## src/rtl/uart_cmd_parser.sv

```systemverilog
`default_nettype none
// ============================================================================
//  Module      : uart_cmd_parser
//  Description : Frames a UART byte stream into checksummed command packets
//                (SYNC, CMD, LEN, payload, CHK) and presents each good packet
//                on a valid/ready handshake. Framing problems are reported as
//                one-cycle error pulses; stalled packets abort on timeout.
//  Revision    : 1.0 - initial release
// ============================================================================
module uart_cmd_parser #(
   parameter int          MAX_LEN        = 8,
   parameter logic [7:0]  SYNC_BYTE      = 8'hAA,
   parameter int          TIMEOUT_CYCLES = 1_250_000
) (
   input  logic                   clk_i,
   input  logic                   rst_ni,
   input  logic [7:0]             rx_data_i,
   input  logic                   rx_valid_i,
   output logic                   cmd_valid_o,
   input  logic                   cmd_ready_i,
   output logic [7:0]             cmd_code_o,
   output logic [7:0]             cmd_len_o,
   output logic [8*MAX_LEN-1:0]   cmd_payload_o,
   output logic                   err_chk_o,
   output logic                   err_len_o,
   output logic                   err_timeout_o,
   output logic                   err_overrun_o,
   output logic                   busy_o
);

   // Timer width; guarded so a degenerate TIMEOUT_CYCLES of 1 still yields a legal vector.
   localparam int             c_tw        = (TIMEOUT_CYCLES > 1) ? $clog2(TIMEOUT_CYCLES) : 1;
   localparam logic [c_tw-1:0] c_tmr_last = c_tw'(TIMEOUT_CYCLES - 1);
   localparam logic [7:0]     c_max_len   = 8'(MAX_LEN);

   // Parser states
   localparam logic [2:0] c_st_hunt    = 3'd0;
   localparam logic [2:0] c_st_cmd     = 3'd1;
   localparam logic [2:0] c_st_len     = 3'd2;
   localparam logic [2:0] c_st_payload = 3'd3;
   localparam logic [2:0] c_st_chk     = 3'd4;
   localparam logic [2:0] c_st_done    = 3'd5;

   logic [2:0]             state_q,       state_d;
   logic [7:0]             code_q,        code_d;
   logic [7:0]             len_q,         len_d;
   logic [8*MAX_LEN-1:0]   payload_q,     payload_d;
   logic [7:0]             acc_q,         acc_d;
   logic [7:0]             idx_q,         idx_d;
   logic [c_tw-1:0]        tmr_q,         tmr_d;
   logic                   valid_q,       valid_d;
   logic                   busy_q,        busy_d;
   logic                   err_chk_q,     err_chk_d;
   logic                   err_len_q,     err_len_d;
   logic                   err_timeout_q, err_timeout_d;
   logic                   err_overrun_q, err_overrun_d;

   logic                   w_timed;
   logic                   w_expire;
   logic                   w_len_bad;
   logic                   w_last_payload;

   // Timeout only applies while a packet is being collected (CMD..CHK).
   assign w_timed        = (state_q == c_st_cmd) || (state_q == c_st_len) ||
                           (state_q == c_st_payload) || (state_q == c_st_chk);
   // A byte arriving in the expiry cycle takes priority over the timeout.
   assign w_expire       = w_timed && !rx_valid_i && (tmr_q == c_tmr_last);
   assign w_len_bad      = (rx_data_i > c_max_len);
   assign w_last_payload = ((idx_q + 8'd1) == len_q);

   // State register
   always_ff @(posedge clk_i or negedge rst_ni) begin
      if (!rst_ni) begin
         state_q <= c_st_hunt;
      end else begin
         state_q <= state_d;
      end
   end

   // Next-state decision: advance on received bytes, abort on timeout, leave DONE on handshake.
   always_comb begin
      state_d = state_q;
      case (state_q)
         c_st_hunt: begin
            if (rx_valid_i && (rx_data_i == SYNC_BYTE)) begin
               state_d = c_st_cmd;
            end
         end
         c_st_cmd: begin
            if (rx_valid_i) begin
               state_d = c_st_len;
            end else if (w_expire) begin
               state_d = c_st_hunt;
            end
         end
         c_st_len: begin
            if (rx_valid_i) begin
               if (w_len_bad) begin
                  state_d = c_st_hunt;
               end else if (rx_data_i == 8'd0) begin
                  state_d = c_st_chk;
               end else begin
                  state_d = c_st_payload;
               end
            end else if (w_expire) begin
               state_d = c_st_hunt;
            end
         end
         c_st_payload: begin
            if (rx_valid_i) begin
               if (w_last_payload) begin
                  state_d = c_st_chk;
               end
            end else if (w_expire) begin
               state_d = c_st_hunt;
            end
         end
         c_st_chk: begin
            if (rx_valid_i) begin
               state_d = (rx_data_i == acc_q) ? c_st_done : c_st_hunt;
            end else if (w_expire) begin
               state_d = c_st_hunt;
            end
         end
         c_st_done: begin
            // cmd_valid is high throughout DONE, so ready alone completes the handshake.
            if (cmd_ready_i) begin
               state_d = c_st_hunt;
            end
         end
         default: begin
            state_d = c_st_hunt;
         end
      endcase
   end

   // Datapath and output next values: capture fields, fold the checksum, raise error pulses.
   always_comb begin
      code_d        = code_q;
      len_d         = len_q;
      payload_d     = payload_q;
      acc_d         = acc_q;
      idx_d         = idx_q;
      err_chk_d     = 1'b0;
      err_len_d     = 1'b0;
      err_overrun_d = 1'b0;
      err_timeout_d = w_expire;

      // Counter restarts on every accepted byte and whenever collection is not active,
      // so it is already zero on entry to CMD.
      if (w_timed && !rx_valid_i && !w_expire) begin
         tmr_d = tmr_q + {{(c_tw-1){1'b0}}, 1'b1};
      end else begin
         tmr_d = '0;
      end

      case (state_q)
         c_st_cmd: begin
            if (rx_valid_i) begin
               code_d = rx_data_i;
               acc_d  = rx_data_i;
            end
         end
         c_st_len: begin
            if (rx_valid_i) begin
               if (w_len_bad) begin
                  err_len_d = 1'b1;
               end else begin
                  len_d     = rx_data_i;
                  acc_d     = acc_q ^ rx_data_i;
                  payload_d = '0;
                  idx_d     = 8'd0;
               end
            end
         end
         c_st_payload: begin
            if (rx_valid_i) begin
               for (int i = 0; i < MAX_LEN; i++) begin
                  if (idx_q == 8'(i)) begin
                     payload_d[8*i +: 8] = rx_data_i;
                  end
               end
               acc_d = acc_q ^ rx_data_i;
               idx_d = idx_q + 8'd1;
            end
         end
         c_st_chk: begin
            if (rx_valid_i && (rx_data_i != acc_q)) begin
               err_chk_d = 1'b1;
            end
         end
         c_st_done: begin
            // No room for another packet: the byte is dropped, even on the handshake cycle.
            if (rx_valid_i) begin
               err_overrun_d = 1'b1;
            end
         end
         default: begin
         end
      endcase

      valid_d = (state_d == c_st_done);
      busy_d  = (state_d != c_st_hunt);
   end

   // Datapath and output registers
   always_ff @(posedge clk_i or negedge rst_ni) begin
      if (!rst_ni) begin
         code_q        <= '0;
         len_q         <= '0;
         payload_q     <= '0;
         acc_q         <= '0;
         idx_q         <= '0;
         tmr_q         <= '0;
         valid_q       <= 1'b0;
         busy_q        <= 1'b0;
         err_chk_q     <= 1'b0;
         err_len_q     <= 1'b0;
         err_timeout_q <= 1'b0;
         err_overrun_q <= 1'b0;
      end else begin
         code_q        <= code_d;
         len_q         <= len_d;
         payload_q     <= payload_d;
         acc_q         <= acc_d;
         idx_q         <= idx_d;
         tmr_q         <= tmr_d;
         valid_q       <= valid_d;
         busy_q        <= busy_d;
         err_chk_q     <= err_chk_d;
         err_len_q     <= err_len_d;
         err_timeout_q <= err_timeout_d;
         err_overrun_q <= err_overrun_d;
      end
   end

   assign cmd_valid_o   = valid_q;
   assign cmd_code_o    = code_q;
   assign cmd_len_o     = len_q;
   assign cmd_payload_o = payload_q;
   assign err_chk_o     = err_chk_q;
   assign err_len_o     = err_len_q;
   assign err_timeout_o = err_timeout_q;
   assign err_overrun_o = err_overrun_q;
   assign busy_o        = busy_q;

endmodule
`default_nettype wire
```

## config.mk

```make
export PLATFORM = sky130hd
export DESIGN_NAME = uart_cmd_parser
export DESIGN_NICKNAME = d
export VERILOG_FILES = /design/src/rtl/uart_cmd_parser.sv
export SDC_FILE = /design/constraint.sdc
export NUM_CORES = 1
export LEC_CHECK = 0
export CORE_UTILIZATION = 45
export CTS_BUF_LIST = sky130_fd_sc_hd__clkbuf_16
export DETAILED_ROUTE_END_ITERATION = 8
export PLACE_DENSITY = 0.67
export RECOVER_POWER = 100
export SETUP_SLACK_MARGIN = 0.5
export SLEW_MARGIN = 20
export SYNTH_ARGS = -nofsm -noshare
export SYNTH_HDL_FRONTEND = slang
export SYNTH_SLANG_ARGS = --single-unit
```

## constraint.sdc

```tcl
create_clock -name clk_i -period 3.2 [get_ports clk_i]
set_input_delay 0.64 -clock clk_i [delete_from_list [all_inputs] [get_ports clk_i]]
set_output_delay 0.64 -clock clk_i [all_outputs]
set_load 0.1 [all_outputs]
```

==> flow_metrics.py <==
metrics = {
    "timing": {
        "finalHoldViolations": 0,
        "min_period_ns": 2.78,
        "slew_headroom_pct": -45.1,
        "setup_slack_ns": 0.419,
        "fmax_mhz": 360,
        "fin_tns_setup_ns": 0,
        "final.period_utilization_pct": 86.9,
        "rsz0062_at_grt": "false",
        "setup_viol": 0,
        "drv_slew": 39,
        "worst_pin_slew_ns": 2.18,
        "skew_ns": 0.00985,
    },
    "final_layout": {
        "seq_area_mm2": 0.00315,
        "multi_input_area_mm2": 0.00256,
        "final_cell_count_no_fill": 782,
        "nFillCells": 1132,
        "drive_above_1_share_pct": 22.0,
        "nNetsFinal": 614,
        "antenna_cells": 0,
        "area_delta_synth_final_pct": 20.9,
    },
    "worst_setup_path": {
        "crit_fanout": 16,
        "worstSetupStartpointType": "primary input",
        "r2r_end": "busy_o$_DFF_PN0_",
        "reg2reg_from": "idx_q[1]$_DFFE_PN0P_",
        "path_buf_inv": 1,
        "critPathArrivalTime_ns": 3.08,
        "r2r_slack_ns": 0.59,
        "end_kind": "register",
        "required_ns": 3.50,
        "reg2reg_depth": 8,
        "crit_cells": 6,
        "cp_top_family": "simple AND/OR/NAND/NOR gates",
        "startpoint": "rx_data_i[4]",
        "crit_slowest_cell": "or4_4",
        "crit_end": "cmd_payload_o[49]$_DFFE_PN0P_",
        "crit_type": "primary input to register",
        "worstPathCellList": "clkdlybuf4s50_1 -> or4_4 -> nor2_1 -> o21ai_4 -> nor2_4 -> mux2_2",
        "slowest_delay_ns": 0.58,
    },
    "drt": {
        "dr_total_vias": 4123,
        "antenna_left": 0,
        "dr.pass1.iters": 5,
        "via_per_inst": 5.27,
        "wl_per_cell_um": 17.2,
        "drt_first_iter_violations": 295,
        "drc": 0,
        "totalWireLength_um": 13500,
    },
    "cts": {
        "cts_resized": 0,
        "clk_pin_slew_ns": 0.06,
        "clk_latency_ns": 0.42,
        "cts_buffer_depth": 2,
        "numCtsBuffers": 17,
        "cts_hold_buf": 0,
        "post_cts_buffers": 0,
        "clockRootBuffer": "clkbuf_16",
        "clock-sinks": 126,
        "tritoncts": "yes",
        "cts_max_level": 4,
    },
    "die": {
        "die_h_um": 116,
        "rows": 41,
        "io_pins": 98,
        "die_w_um": 116,
        "die_area_mm2": 0.0135,
        "core_mm2": 0.0127,
        "start_util_pct": 46.3,
    },
    "synth": {
        "synth_area_leaders": "dfrtp_1, mux2_2, xor2_1, xnor2_1, nand2_1",
        "synth_cells": 496,
        "synth_seq_cells": 126,
        "synth_top_area_cell": "dfrtp_1",
        "synth_most_common_cell": "dfrtp_1",
        "yosys_warnings": 0,
        "ys.flop_type": "dfrtp_1",
        "async_reset_ff_share_pct": 100,
        "synth.distinct_cells": 54,
        "synth_top_area_share_pct": 53.8,
        "synth-edff-count": 0,
        "synth_commonest_cells": "dfrtp_1, mux2_2, nand2_1, nor2_1, xor2_1",
        "synth_nets": 513,
        "syn_area_mm2": 0.00586,
        "avgSynthCellArea_um2": 11.8,
        "ys_seq_area_share_pct": 53.8,
    },
    "placed_design": {
        "port_buffers": 97,
        "dp.cells": 750,
        "gp_congestion": 0.811,
        "hpwl_um": 9410,
        "dp_slack_ns": 0.205,
    },
    "power": {
        "combPwrFrac_pct": 8.1,
        "p_leak_nw": 3.15,
        "clockPowerShare_pct": 49.9,
        "switching_share_pct": 25.8,
        "intPower_mw": 2.95,
        "peakVddDrop_mv": 0.372,
        "powerDensity_mw_per_mm2": 561,
        "p_sw_mw": 1.03,
        "seqPwrFrac_pct": 42.0,
    },
    "grt": {
        "grt_max_degree": 59,
        "grt_overflow": 0,
        "antenna_found_initial": 0,
        "grt_pass1_vias": 4178,
        "grt.total_usage_pct": 22.0,
        "grt_pass1_wl_um": 22200,
    },
    "worst_hold_path": {
        "min_path_type": "register to register",
        "min-delay-start": "tmr_q[0]$_DFF_PN0_",
    },
    "outcome": {
        "status": "finished, violations left",
        "violations": "max-capacitance violations, max-slew violations",
    },
    "flow_run": {
        "cap_violations": 1,
    },
}
## area by class of cell
cell class / instances / area share (%)
Clock inverter: 15 / 2.63
Timing Repair Buffer: 109 / 7.31
Clock buffer: 17 / 6.00
Sequential cell: 126 / 44.5
Inverter: 6 / 0.318
Tap cell: 172 / 3.04
Multi-Input combinational cell: 337 / 36.2
## cell usage in the layout, fill, tap and decap left out, types with 3 or more instances in the layout
master,Yosys,final
nor3_1,6,6
nor2_1,35,36
buf_4,0,8
clkbuf_1,11,90
xor2_1,31,31
and3_1,4,4
nor4_1,6,6
nor2_4,7,6
and2_1,14,11
nand3_1,13,13
nand2_1,36,36
and2_0,0,3
clkbuf_16,0,17
inv_1,6,7
xnor2_1,16,16
clkinv_4,0,4
o31ai_1,3,3
nand2b_1,6,6
dfrtp_1,126,125
o21ai_0,12,12
mux2_2,76,76
bufinv_16,0,3
ha_1,5,4
nand4_1,9,9
a21oi_1,14,14
clkdlybuf4s50_1,0,8
or3_1,3,3
## registers in the layout (all words and copies together) (netlist names)
register and count:
idx_q 8, busy_o 1, cmd_valid_o 1, cmd_code_o 8, err_chk_o 1, cmd_len_o 8
err_overrun_o 1, tmr_q 21, err_timeout_o 1, cmd_payload_o 64, acc_q 8, state_q 3
err_len_o 1
## power by group through the flow
stage	Combinational [mW]	Sequential (mW)	Clock, mW
floorplan	0.0826	1.84	0
CTS	0.347	1.67	2.03
detailed placement	0.346	1.70	0
global placement	0.340	1.70	0
finish	0.322	1.67	1.98
global route	0.346	1.68	2.10
## worst min path at each step
stage / end / slack (ns) / depth (start not counted)
floorplan: acc_q[0]$_DFFE_PN0P_ / 0.34 / 0
global placement: tmr_q[0]$_DFF_PN0_ / 0.47 / 1
detailed placement: tmr_q[0]$_DFF_PN0_ / 0.47 / 1
CTS: tmr_q[18]$_DFF_PN0_ / 0.21 / 1
global route: tmr_q[0]$_DFF_PN0_ / 0.51 / 1
finish: tmr_q[0]$_DFF_PN0_ / 0.48 / 1
## per-stage QoR
stage / power [mW] / util, % / hold WS [ns] / cell area, um^2
2_1_floorplan: 1.92 / - / 0.344 / 5860
3_3_place_gp: 2.04 / 53.8 / 0.473 / 6810
3_5_place_dp: 2.04 / 53.8 / 0.475 / 6810
4_1_cts: 4.04 / 58.6 / 0.206 / 7430
5_1_grt: 4.12 / 55.9 / 0.514 / 7080
6_report: 3.98 / 55.9 / 0.481 / 7080
## per-layer routing
metal / vias up / wire length, um / track usage [%] / share of wire, %
met3: 8 / 581 / 5.76 / 4.3
li1: 1936 / - / - / -
met4: 0 / 89 / 7.35 / 0.66
met5: - / 0 / 0 / 0
met1: 2069 / 6350 / 31.0 / 47
met2: 110 / 6460 / 33.1 / 48
## logic make-up (layout without fill, tap and decap cells)
logic type                 Yosys count  after routing  share of synthesized area (%)
xor gates and xnor gates            47             47                           7.02
adders and majority gates            5              5                           1.07
muxes                               78             78                           14.9
buffers and inverters               33            147                           2.39
AOI/OAI and AO/OA                   46             46                           5.00
and+or+nand+nor                    161            161                           15.8
DFF                                126            126                           53.8
No activity file was read; power rests on OpenSTA's default activity.
